`src/rtl/uart_pkg.sv`:
```
// Shared definitions for the UART IO blocks: register offsets, status bit
// positions and the transmit FSM state encoding.
package uart_pkg;

    localparam logic [1:0] STATUS_OFF = 2'b00;
    localparam logic [1:0] TXDATA_OFF = 2'b10;

    localparam int STAT_TX_READY = 0;
    localparam int STAT_TX_BUSY  = 1;
    localparam int STAT_OVERFLOW = 2;

    typedef enum logic [1:0] {
        IDLE,
        START,
        DATA,
        STOP
    } tx_state_e;

    // Keeps the baud counter at least one bit wide for very fast baud rates.
    function automatic int cnt_width(input int cycles);
        return (cycles > 1) ? $clog2(cycles) : 1;
    endfunction

endpackage

```
`src/rtl/sync_fifo.sv`:
```
// Single-clock FIFO with wrap-bit pointers; push is ignored when full and pop
// is ignored when empty, and the head entry is presented combinationally.
module sync_fifo #(
    parameter int WIDTH = 8,
    parameter int DEPTH = 4
) (
    input  logic             clk,
    input  logic             rst,
    input  logic             push,
    input  logic [WIDTH-1:0] din,
    input  logic             pop,
    output logic [WIDTH-1:0] dout,
    output logic             full,
    output logic             empty
);

    localparam int AW = (DEPTH > 1) ? $clog2(DEPTH) : 1;

    logic [WIDTH-1:0] mem [DEPTH];
    logic [AW:0]      wr_ptr;
    logic [AW:0]      rd_ptr;
    logic             do_push;
    logic             do_pop;

    // Same index with opposite wrap bits means the writer is a full lap ahead.
    assign empty   = (wr_ptr == rd_ptr);
    assign full    = (wr_ptr[AW] != rd_ptr[AW]) && (wr_ptr[AW-1:0] == rd_ptr[AW-1:0]);
    assign do_push = push && !full;
    assign do_pop  = pop && !empty;
    assign dout    = mem[rd_ptr[AW-1:0]];

    always_ff @(posedge clk) begin
        if (rst) begin
            wr_ptr <= '0;
            rd_ptr <= '0;
        end else begin
            if (do_push) wr_ptr <= wr_ptr + (AW+1)'(1);
            if (do_pop)  rd_ptr <= rd_ptr + (AW+1)'(1);
        end
    end

    always_ff @(posedge clk) begin
        if (do_push) mem[wr_ptr[AW-1:0]] <= din;
    end

endmodule

```
`src/rtl/uart_tx_mmio.sv`:
```
// Memory-mapped UART transmitter: CPU stores fill a byte FIFO, an 8N1 FSM
// drains it onto serial_out, and a STATUS register supports polling.
module uart_tx_mmio
    import uart_pkg::*;
#(
    parameter int CLOCK_FREQ = 50_000_000,
    parameter int BAUD_RATE  = 115_200,
    parameter int FIFO_DEPTH = 4
) (
    input  logic        clk,
    input  logic        rst,
    input  logic [31:0] io_addr,
    input  logic        io_sel,
    input  logic [3:0]  io_we,
    input  logic        io_re,
    input  logic [31:0] io_din,
    output logic [31:0] io_dout,
    output logic        serial_out
);

    localparam int CYCLES_PER_BIT = CLOCK_FREQ / BAUD_RATE;
    localparam int CNT_W          = cnt_width(CYCLES_PER_BIT);
    localparam logic [CNT_W-1:0] CNT_LAST = CNT_W'(CYCLES_PER_BIT - 1);

    logic [1:0]       reg_off;
    logic             wr_en;
    logic             rd_en;
    logic             tx_wr;
    logic             stat_wr;
    logic             fifo_full;
    logic             fifo_empty;
    logic [7:0]       fifo_dout;
    logic             load_frame;
    logic             overflow;
    logic             tx_ready;
    logic             tx_busy;
    logic [31:0]      status_word;
    logic             unused_bits;

    tx_state_e        state;
    logic [CNT_W-1:0] baud_cnt;
    logic [2:0]       bit_idx;
    logic [7:0]       shift;

    assign reg_off     = io_addr[3:2];
    assign wr_en       = io_sel && (|io_we);
    assign rd_en       = io_sel && io_re;
    assign tx_wr       = wr_en && (reg_off == TXDATA_OFF);
    assign stat_wr     = wr_en && (reg_off == STATUS_OFF);
    assign unused_bits = ^{io_addr[31:4], io_addr[1:0], io_din[31:8]};

    // A new frame starts from IDLE, or straight out of the last STOP cycle so
    // queued bytes follow each other without an idle bit time.
    assign load_frame = !fifo_empty &&
                        ((state == IDLE) || ((state == STOP) && (baud_cnt == CNT_LAST)));

    sync_fifo #(
        .WIDTH (8),
        .DEPTH (FIFO_DEPTH)
    ) u_fifo (
        .clk   (clk),
        .rst   (rst),
        .push  (tx_wr && !fifo_full),
        .din   (io_din[7:0]),
        .pop   (load_frame),
        .dout  (fifo_dout),
        .full  (fifo_full),
        .empty (fifo_empty)
    );

    assign tx_ready = !fifo_full;
    assign tx_busy  = (state != IDLE) || !fifo_empty;

    always_comb begin
        status_word                = '0;
        status_word[STAT_TX_READY] = tx_ready;
        status_word[STAT_TX_BUSY]  = tx_busy;
        status_word[STAT_OVERFLOW] = overflow;
    end

    // fifo_full is the registered start-of-cycle value, so a store that meets
    // a same-cycle pop while full is still dropped.
    always_ff @(posedge clk) begin
        if (rst) begin
            overflow <= 1'b0;
        end else if (tx_wr && fifo_full) begin
            overflow <= 1'b1;
        end else if (stat_wr && io_din[STAT_OVERFLOW]) begin
            overflow <= 1'b0;
        end
    end

    always_ff @(posedge clk) begin
        if (rst) begin
            io_dout <= '0;
        end else if (rd_en) begin
            io_dout <= (reg_off == STATUS_OFF) ? status_word : 32'd0;
        end
    end

    always_ff @(posedge clk) begin
        if (rst) begin
            state      <= IDLE;
            baud_cnt   <= '0;
            bit_idx    <= '0;
            shift      <= '0;
            serial_out <= 1'b1;
        end else begin
            unique case (state)
                IDLE: begin
                    serial_out <= 1'b1;
                    if (load_frame) begin
                        shift      <= fifo_dout;
                        baud_cnt   <= '0;
                        bit_idx    <= '0;
                        state      <= START;
                        serial_out <= 1'b0;
                    end
                end
                START: begin
                    if (baud_cnt == CNT_LAST) begin
                        baud_cnt   <= '0;
                        bit_idx    <= '0;
                        state      <= DATA;
                        serial_out <= shift[0];
                    end else begin
                        baud_cnt <= baud_cnt + CNT_W'(1);
                    end
                end
                DATA: begin
                    if (baud_cnt == CNT_LAST) begin
                        baud_cnt <= '0;
                        if (bit_idx == 3'd7) begin
                            state      <= STOP;
                            serial_out <= 1'b1;
                        end else begin
                            shift      <= shift >> 1;
                            bit_idx    <= bit_idx + 3'd1;
                            serial_out <= shift[1];
                        end
                    end else begin
                        baud_cnt <= baud_cnt + CNT_W'(1);
                    end
                end
                STOP: begin
                    if (baud_cnt == CNT_LAST) begin
                        baud_cnt <= '0;
                        if (load_frame) begin
                            shift      <= fifo_dout;
                            bit_idx    <= '0;
                            state      <= START;
                            serial_out <= 1'b0;
                        end else begin
                            state      <= IDLE;
                            serial_out <= 1'b1;
                        end
                    end else begin
                        baud_cnt <= baud_cnt + CNT_W'(1);
                    end
                end
                default: begin
                    state      <= IDLE;
                    serial_out <= 1'b1;
                end
            endcase
        end
    end

endmodule

```
`config.mk`:
```
export PLATFORM = sky130hd
export DESIGN_NAME = uart_tx_mmio
export DESIGN_NICKNAME = d
export VERILOG_FILES = /design/src/rtl/uart_pkg.sv /design/src/rtl/sync_fifo.sv /design/src/rtl/uart_tx_mmio.sv
export SDC_FILE = /design/constraint.sdc
export NUM_CORES = 1
export LEC_CHECK = 0
export CAP_MARGIN = 40
export CORE_MARGIN = 10
export CORE_UTILIZATION = 30
export CTS_BUF_LIST = sky130_fd_sc_hd__clkbuf_16
export DETAILED_ROUTE_END_ITERATION = 8
export SLEW_MARGIN = 20
export SYNTH_ARGS = -nofsm -noshare
export SYNTH_HDL_FRONTEND = slang
export SYNTH_HIERARCHICAL = 1
export SYNTH_SLANG_ARGS = --single-unit
```
`constraint.sdc`:
```
create_clock -name clk -period 2.9 [get_ports clk]
set_input_delay 0.29 -clock clk [delete_from_list [all_inputs] [get_ports clk]]
set_output_delay 0.29 -clock clk [all_outputs]
set_load 0.02 [all_outputs]
```
==> results of run 1 <==
synthesized netlist by cell type (all sizes together), types with 2 or more instances:
cell type   n
nand3       7
xor2        3
dfxtp      35
nand3b      4
clkbuf      5
xnor2       3
inv         8
a211o       2
nor4        3
ha         15
nor2b       2
buf        36
a21oi      23
nor3b       6
nand4b      2
o32ai       2
a22oi       3
nor3        3
o211ai      5
a41oi       3
mux2i       8
nand4       4
nor2       20
and3        4
edfxtp     32
mux4        8
o21ai      20
a31oi       5
and2        4
a311oi      3
or3         9
nand2      18
sequential cells by signal, indices dropped and copies added (netlist names), 2 cells and up, named ones only:
name           count
u_fifo/rd_ptr      3
u_fifo/mem        32
bit_idx            3
baud_cnt           9
state              2
io_dout            3
u_fifo/wr_ptr      3
shift              8
kinds of logic after synthesis:
kind of cell / count (synthesis)
simple gates: 92
compound gates: 70
flops: 67
buf+inv: 49
mux: 17
fa+ha+maj: 15
xor+xnor: 6
other cells: 1
path summary, 6_finish.rpt:
| kind | startpoint | end | slack [ns] |
|---|---|---|---|
| setup / recovery | u_fifo/wr_ptr[1]$_SDFFE_PP0P_ | bit_idx[0]$_SDFFE_PP0P_ | 0.41 |
| hold / removal | bit_idx[2]$_SDFFE_PP0P_ | bit_idx[2]$_SDFFE_PP0P_ | 0.46 |
| setup reg to reg | u_fifo/wr_ptr[1]$_SDFFE_PP0P_ | bit_idx[0]$_SDFFE_PP0P_ | 0.41 |
| hold reg to reg | bit_idx[2]$_SDFFE_PP0P_ | bit_idx[2]$_SDFFE_PP0P_ | 0.46 |
worst min-delay path, stage by stage, from the launching register on:
cell and delay (ns):
dfxtp_1 0.31, nand2_1 0.05, a21oi_1 0.05
stage by stage:
stage	utilization [%]	area, um2	hold slack, ns	cells
3_5_place_dp	32.9	3760	0.459	478
6_report	35.8	4090	0.457	494
5_1_grt	35.8	4090	0.495	494
4_1_cts	35.8	4090	0.466	494
2_1_floorplan	-	3590	0.389	345
3_3_place_gp	32.9	3760	0.444	477
layer usage:
layer,part of all wire (%),vias up,GRT usage [%],wire [um]
met5,0,-,0,0
met3,5.9,6,2.89,408
li1,-,1182,-,-
met2,49,45,14.1,3350
met1,44,1172,9.93,3020
met4,1.2,0,2.98,82
power breakdown:
part	switching (uW)	internal, uW
Clock	420	758
Combinational	457	327
Sequential	73.8	1070
cell type report:
| type | count | area, um2 |
|---|---|---|
| tap | 143 | 179 |
| timing repair buffer | 31 | 283 |
| fill | 1123 | 7330 |
| multi-input combinational | 229 | 1610 |
| clock buffer | 9 | 225 |
| sequential | 67 | 1660 |
| inverter | 8 | 30.0 |
| clock inverter | 7 | 98.8 |
==> reports/results.env, run 1 <==
POST_CTS_RESIZE_COUNT=0
FIRST_PASS_GRT_WIRE_LENGTH_UM=11400
REPORT.FINAL.SETUP_VIOL=0
POST_SYNTH_AND_OR_NAND_NOR_AREA_FRACTION_PCT=15.4
TIMING.SETUP.TNS_NS=0
P_LEAK_uW=0.00145
START_UTIL_PCT=30.6
SYNTHESIS.AREA_UM2=3490
DIE-HEIGHT_UM=128
DETAILROUTE.VIA_COUNT=2405
POST_CTS_BUFFERS=0
CTS_BUFFER_DEPTH=2
WORST_CLOCK_SKEW_NS=0.00515
CRITICAL_PATH.ENDPOINT_TYPE='flip-flop'
TIMING.CRITICAL_PATH.FANOUT_MAX=12
FINAL_MIN_PERIOD_OVER_CLOCK_PERIOD_PCT=85.9
FLOORPLAN.DIE.WIDTH_UM=128
P_TOTAL_uW=3100
BUFFER_PORTS.INSERTED=21
HOLD_VIOL=0
DRTITER0DRC=129
NUMCTSBUFFERS=9
CRIT_ARRIVAL_NS=2.75
RSZ0062_AT_GRT='false'
CELL_TYPE_OF_THE_SLOWEST_STAGE_ON_THE_WORST_TIMING_PATH='xnor2_1'
HOLD-PATH-CELL-COUNT=2
CRITPATHMOSTFREQUENTCELL='nand2_1'
SYNTH.AREA.TOP_CELLS='edfxtp_1 (28%), dfxtp_1 (20%), buf_4 (6.2%)'
POSTSYNTH.TOPFLOPCELL='dfxtp_1'
CTS-ROOT-BUF='clkbuf_16'
MOSTFREQUENTLAYOUTCELLS='dfxtp_1 (35), edfxtp_1 (32), conb_1 (29)'
SYNTH_TOP_FAMILY_BY_AREA='simple AND/OR/NAND/NOR gates'
YOSYS-MUX-AREA-FRACTION_PCT=7.78
POWERDENSITY_nW_PER_UM2=759
MIN_PERIOD_NS=2.49
MAX_CAP_VIOL_COUNT=0
SHARE_OF_THE_SYNTHESIZED_AREA_IN_THE_TOP_CELL_TYPE_PCT=27.5
POWER.IR.VDD_WORST_uV=301
SYNTH-WARNING-COUNT=6
HPWL_UM=4890
WORSTSETUPSTARTPOINTTYPE='flip-flop'
CORE_AREA_UM2=11400
ANTENNA_FOUND_INITIAL=0
LAYOUT.CELLS.MOST_COMMON='dfxtp_1'
HOLD_PATH_CLASS='reg2reg'
CLK-INSERTION-DELAY-LATE_NS=0.33
FINALWEIGHTEDCONGESTION=0.793
AREAGROWTHSYNTHTOFINISH_PCT=17.1
TIMING.FINAL.WS_SETUP_NS=0.408
FIN_NETS=433
POST-SYNTH-TOP-AREA-CELL='edfxtp_1'
DIE_AREA_UM2=16300
TIMING.CRITICAL_PATH.REQUIRED_NS=3.16
SYNTH-ADDER-AREA-SHARE_PCT=5.38
HTREEDEPTH=3
ROW_COUNT=39
TIMING.CRITICAL_PATH.BUF_INV=1
SEQ_AREA_FRAC_SYNTH_PCT=47.6
CTS.REPORTEDPATHS.CLKPINSLEW_NS=0.06
DRC=0
POST_ROUTE_WL_UM=6860
IOPINCOUNT=105
REG2REGPATHDEPTH=9
POST_DRT_VIA_CELL_RATIO=4.87
MAXSLEWHEADROOM_PCT=57.0
SYNTH_COMPOUND_AREA_SHARE_PCT=12.9
CPPEAKSTAGEDELAY_NS=0.46
CTS_HOLD_REPAIR.BUFFERS=0
DISTINCT_CELL_TYPE_COUNT_AFTER_SYNTHESIS=55
DRIVE_GT1_SHARE_PCT=12.0
SYNTH_AREA_PER_CELL_UM2=11.0
ROUTEDWLPERCELL_UM=13.9
TIGHTEST_SLEW_NS=0.642
YS_SEQ_ELEMENTS=67
FIRST_PASS_ITERS=4
SYNTH_EDF_COUNT=32
POST_SYNTH_INST_COUNT=317
SLEW_VIOL_FINAL=0
PRE_CTS_WS_NS=0.329
DIODES=0
FINAL_ANTENNA_NET_COUNT=0
GRT_MAX_DEGREE=24
MAX_FREQ_MHz=401
CRITICAL_PATH_CELL_SEQUENCE='xnor2_1, nand2_1, nor2_1, nand2b_1, o32ai_4, o311ai_0, buf_4, nand2_1, a21oi_1'
GRT-OVFL-TOTAL=0
CRITPATHTOPFAMILY='simple AND/OR/NAND/NOR gates'
GRT_USE_TOTAL_PCT=8.48
CRITICAL_PATH_DEPTH=9
POST_SYNTH_XOR_AREA_FRACTION_PCT=1.51
CTS_TREE='done'
CTS.SINKS=67
FIRST_GLOBAL_VIAS=2348
SYNTHARSTFLOPSHARE_PCT=0
OUTCOME='finished clean'
START_TO_END_TYPE_OF_THE_WORST_SETUP_PATH='reg2reg'
No activity file was read; power rests on OpenSTA's default activity.
==> run 2: changes to the inputs <==
CAP_MARGIN = 20   (was 40)
CORE_UTILIZATION = 41   (was 30)
PLACE_DENSITY = 0.71   (was default)
==> reports/results.env, run 2 (synthesized netlist as in run 1, its figures left out) <==
DRTITER0DRC=101
POST_ROUTE_WL_UM=6640
ROW_COUNT=33
CPPEAKSTAGEDELAY_NS=0.50
DIE-HEIGHT_UM=112
AREAGROWTHSYNTHTOFINISH_PCT=14.5
POST_CTS_RESIZE_COUNT=0
HOLD_VIOL=0
MAX_CAP_VIOL_COUNT=0
FINAL_ANTENNA_NET_COUNT=0
CELL_TYPE_OF_THE_SLOWEST_STAGE_ON_THE_WORST_TIMING_PATH='dfxtp_1'
DIE_AREA_UM2=12600
RR_STARTPOINT='u_fifo/wr_ptr[1]$_SDFFE_PP0P_'
POST_DRT_VIA_CELL_RATIO=5.31
CTS-ROOT-BUF='clkbuf_16'
R2R_SETUP_SLACK_NS=0.39
START_TO_END_TYPE_OF_THE_WORST_SETUP_PATH='reg2reg'
NUMCTSBUFFERS=9
REG2REGPATHDEPTH=8
IOPINCOUNT=105
REPORT.FINAL.SETUP_VIOL=0
CORE_AREA_UM2=8260
CLK-INSERTION-DELAY-LATE_NS=0.33
FINAL_MIN_PERIOD_OVER_CLOCK_PERIOD_PCT=86.6
MAX_FREQ_MHz=398
SLEW_VIOL_FINAL=0
FLOORPLAN.DIE.WIDTH_UM=112
PLACED_CELL_AREA_UM2=3690
GRT_MAX_DEGREE=25
FIN_AREA_UM2=4000
CTS.REPORTEDPATHS.CLKPINSLEW_NS=0.06
HPWL_UM=4670
CTS_HOLD_REPAIR.BUFFERS=0
CTS_BUFFER_DEPTH=2
TIMING.HOLD.WS_NS=0.460
CTS_TREE='done'
DETAILROUTE.VIA_COUNT=2406
HOLD-PATH-ENDPOINT='bit_idx[1]$_SDFFE_PP0P_'
LARGEST_REGISTER_FFS=32
POST_CTS_BUFFERS=0
GRT_USE_TOTAL_PCT=10.7
RSZ0062_AT_GRT='false'
TIGHTEST_SLEW_NS=0.884
HOLD-PATH-CELL-COUNT=2
DIODES=0
WORST_CLOCK_SKEW_NS=0.00655
MOSTFREQUENTLAYOUTCELLS='dfxtp_1 (35), edfxtp_1 (32), conb_1 (29)'
FIRST_GLOBAL_VIAS=2373
FIN_NETS=430
OUTCOME='finished clean'
P_TOTAL_uW=3000
GRT-OVFL-TOTAL=0
FINALWEIGHTEDCONGESTION=0.810
CRIT_ARRIVAL_NS=2.76
MIN_PERIOD_NS=2.51
POWERDENSITY_nW_PER_UM2=752
TIMING.RR.END='shift[1]$_SDFFE_PP0P_'
DRIVE_GT1_SHARE_PCT=11.2
ROUTEDWLPERCELL_UM=14.6
TIMING.CRITICAL_PATH.FANOUT_MAX=15
WORSTSETUPSTARTPOINTTYPE='flip-flop'
HTREEDEPTH=3
CRITICAL_PATH_CELL_SEQUENCE='xnor2_1, nand2_1, nor2_1, nand2b_1, o32ai_4, nor2_4, or3_2, a21oi_1'
TIMING.CRITICAL_PATH.REQUIRED_NS=3.15
ANTENNA_FOUND_INITIAL=0
FIRST_PASS_GRT_WIRE_LENGTH_UM=11200
MAXSLEWHEADROOM_PCT=40.9
BUFFER_PORTS.INSERTED=21
START_UTIL_PCT=42.2
FIRST_PASS_ITERS=4
POST-ROUTE-UTIL_PCT=48.4
LAYOUT.CELLS.MOST_COMMON='dfxtp_1'
CTS.SINKS=67
POWER.IR.VDD_WORST_uV=429
HOLD_PATH_CLASS='reg2reg'
P_LEAK_uW=0.00142
STARTPOINT_OF_THE_WORST_HOLD_PATH='bit_idx[1]$_SDFFE_PP0P_'
CRITICAL_PATH.ENDPOINT_TYPE='flip-flop'
DRC=0
TIMING.SETUP.TNS_NS=0
-- run 2: cell type report --
class                      instances  area [um2]
clock inverter                     7        76.3
timing repair buffer              28         263
sequential                        67        1660
clock buffer                       9         225
multi-input combinational        229        1610
inverter                           8        30.0
tap                              105         131
fill                             728        4260
-- run 2: worst max-delay path, delay by kind of cell (launching register included) --
family / cells / cell delay, ns
flip-flops: 1 / 0.50
AND/OR/NAND/NOR: 5 / 1.07
XOR/XNOR: 1 / 0.23
AO/OA/AOI/OAI: 2 / 0.62
-- run 2: per-stage QoR --
stage,setup slack [ns],cells
after global routing,0.119,453
after global placement,0.386,437
after CTS,0.235,453
after floorplan,0.623,345
after detailed placement,0.278,437
final,0.389,453
-- run 2: worst max path at each step --
stage,startpoint,to,slack [ns]
3_3_place_gp,io_addr[2],u_fifo/mem[0][3]$_DFFE_PP_,0.39
2_1_floorplan,u_fifo/wr_ptr[1]$_SDFFE_PP0P_,bit_idx[0]$_SDFFE_PP0P_,0.62
6_report,u_fifo/wr_ptr[1]$_SDFFE_PP0P_,shift[1]$_SDFFE_PP0P_,0.39
3_5_place_dp,u_fifo/wr_ptr[1]$_SDFFE_PP0P_,bit_idx[0]$_SDFFE_PP0P_,0.28
4_1_cts,u_fifo/wr_ptr[1]$_SDFFE_PP0P_,bit_idx[0]$_SDFFE_PP0P_,0.24
5_1_grt,u_fifo/wr_ptr[1]$_SDFFE_PP0P_,shift[1]$_SDFFE_PP0P_,0.12
-- run 2: report_power, final --
part / total (uW) / switching (uW) / internal [uW]
Combinational: 777 / 455 / 321
Clock: 1090 / 417 / 670
Sequential: 1140 / 74.3 / 1070
-- run 2: layer usage --
metal | vias to the layer above | part of all wire, % | global-route usage [%]
li1 | 1177 | - | -
met1 | 1157 | 43 | 12.2
met2 | 61 | 48 | 16.8
met3 | 11 | 7.6 | 4.42
met4 | 0 | 1.7 | 5.41
met5 | - | 0 | 0
==> run 3: changes to the inputs <==
GPL_TIMING_DRIVEN = 0   (was default)
PLACE_DENSITY = 0.79   (was 0.71)
RECOVER_POWER = 50   (was default)
==> reports/results.env, run 3 (synthesized netlist as in run 1, its figures left out) <==
POST_CTS_BUFFERS=0
RSZ0062_AT_GRT='false'
BUFFER_PORTS.INSERTED=20
CTS.SINKS=67
AREAGROWTHSYNTHTOFINISH_PCT=21.9
HIGHEST_LAYER='met4'
DIE_AREA_UM2=12600
WL_MET3_UM=527
MIN_PERIOD_NS=2.67
DIODES=0
MOSTFREQUENTLAYOUTCELLS='dfxtp_1 (35), edfxtp_1 (32), buf_4 (29), conb_1 (29), a21oi_1 (23)'
ROUTEDWLPERCELL_UM=15.1
CTS_HOLD_REPAIR.BUFFERS=0
MAX_CAP_VIOL_COUNT=0
FINAL_ANTENNA_NET_COUNT=0
POST-ROUTE-UTIL_PCT=51.5
WORSTSETUPSTARTPOINTTYPE='flip-flop'
CTS_BUFFER_DEPTH=2
MET1_LENGTH_UM=2980
DIE-HEIGHT_UM=112
ANTENNA_FOUND_INITIAL=0
SLEW_VIOL_FINAL=0
CLK-INSERTION-DELAY-LATE_NS=0.33
POST_DRT_VIA_CELL_RATIO=5.20
FINALWEIGHTEDCONGESTION=0.864
FLOORPLAN.DIE.WIDTH_UM=112
MAXSLEWHEADROOM_PCT=34.7
TIMING.CRITICAL_PATH.REQUIRED_NS=2.85
POWER.IR.VDD_WORST_uV=399
CRITICAL_PATH.ENDPOINT_TYPE='flip-flop'
DRIVE_GT1_SHARE_PCT=17.8
CRIT_ARRIVAL_NS=2.62
FINAL_MIN_PERIOD_OVER_CLOCK_PERIOD_PCT=92.2
FIRST_PASS_GRT_WIRE_LENGTH_UM=12400
HTREEDEPTH=3
TIMING.CRITICAL_PATH.FANOUT_MAX=8
FIRST_PASS_ITERS=5
LARGEST_REGISTER_FFS=32
ROUTED-WL-MET2_UM=3730
CTS.REPORTEDPATHS.CLKPINSLEW_NS=0.05
HPWL_UM=5160
LAYOUT.CELLS.MOST_COMMON='dfxtp_1'
NUMCTSBUFFERS=9
GRT_MAX_DEGREE=13
START_UTIL_PCT=42.2
MAX_FREQ_MHz=374
REPORT.FINAL.SETUP_VIOL=0
DRTITER0DRC=155
POST_ROUTE_WL_UM=7330
DRC=0
DETAILROUTE.VIA_COUNT=2528
CTS-ROOT-BUF='clkbuf_16'
TIMING.FINAL.WS_SETUP_NS=0.225
FIN_NETS=463
FIRST_GLOBAL_VIAS=2559
POWERDENSITY_nW_PER_UM2=737
TIGHTEST_SLEW_NS=0.975
PRE_CTS_WS_NS=0.106
GRT_USE_TOTAL_PCT=11.8
TIMING.SETUP.TNS_NS=0
HOLD_PATH_CLASS='in2reg'
POST_CTS_RESIZE_COUNT=0
ROW_COUNT=33
IOPINCOUNT=105
HOLD_VIOL=0
GRT-OVFL-TOTAL=0
P_LEAK_uW=0.00161
CORE_AREA_UM2=8260
START_TO_END_TYPE_OF_THE_WORST_SETUP_PATH='reg2reg'
WORST_CLOCK_SKEW_NS=0.00426
OUTCOME='finished clean'
CTS_TREE='done'
-- run 3: cell types whose count changed in the layout (fill, tap and decap cells not counted), moves of 4 or more --
cell             delta
buf_4              +22
clkdlybuf4s50_1    -13
dlygate4sd3_1      +12
clkbuf_1            +4
-- run 3: area by class of cell --
| class | instances | area, um2 |
|---|---|---|
| Fill cell | 722 | 4010 |
| Sequential cell | 67 | 1660 |
| Multi-Input combinational cell | 229 | 1620 |
| Buffer | 41 | 294 |
| Clock buffer | 9 | 225 |
| Timing Repair Buffer | 20 | 200 |
| Tap cell | 105 | 131 |
| Clock inverter | 7 | 93.8 |
| Inverter | 8 | 30.0 |
-- run 3: power breakdown --
| group | switching [uW] | internal (uW) |
|---|---|---|
| Sequential | 65.4 | 1070 |
| Combinational | 505 | 344 |
| Clock | 405 | 750 |
| Total | 976 | 2160 |
-- run 3: critical path, cell delays in order, from the launching register on --
cell	delay, ns
dfxtp_1	0.31
clkbuf_4	0.17
xnor2_1	0.22
nand2_1	0.22
nor2_1	0.11
and3b_1	0.38
nand2_1	0.15
a31oi_1	0.74
-- run 3: worst paths after layout --
kind                                 startpoint                            end  slack [ns]  cells past startpoint
setup reg to reg  u_fifo/rd_ptr[1]$_SDFFE_PP0P_     u_fifo/mem[3][4]$_DFFE_PP_        0.23                      7
hold reg to reg         bit_idx[1]$_SDFFE_PP0P_        bit_idx[1]$_SDFFE_PP0P_        0.45                      2
setup / recovery  u_fifo/rd_ptr[1]$_SDFFE_PP0P_     u_fifo/mem[3][4]$_DFFE_PP_        0.23                      7
hold / removal                              rst  u_fifo/rd_ptr[2]$_SDFFE_PP0P_        0.19                      2
-- run 3: per-layer routing --
metal  GRT usage (%)  vias to the layer above
met2            19.7                       65
met1            13.0                     1219
met5               0                        -
li1                -                     1237
met3            4.69                        7
met4            5.33                        0
-- run 3: through the flow --
| stage | area (um2) | total power (uW) | instances | hold WS [ns] |
|---|---|---|---|---|
| global route | 4250 | 3310 | 486 | 0.192 |
| global placement | 3930 | 1930 | 470 | 0.446 |
| CTS | 4240 | 3140 | 486 | 0.181 |
| floorplan | 3590 | 1770 | 345 | 0.389 |
| finish | 4250 | 3140 | 486 | 0.194 |
| detailed placement | 3930 | 1970 | 470 | 0.449 |
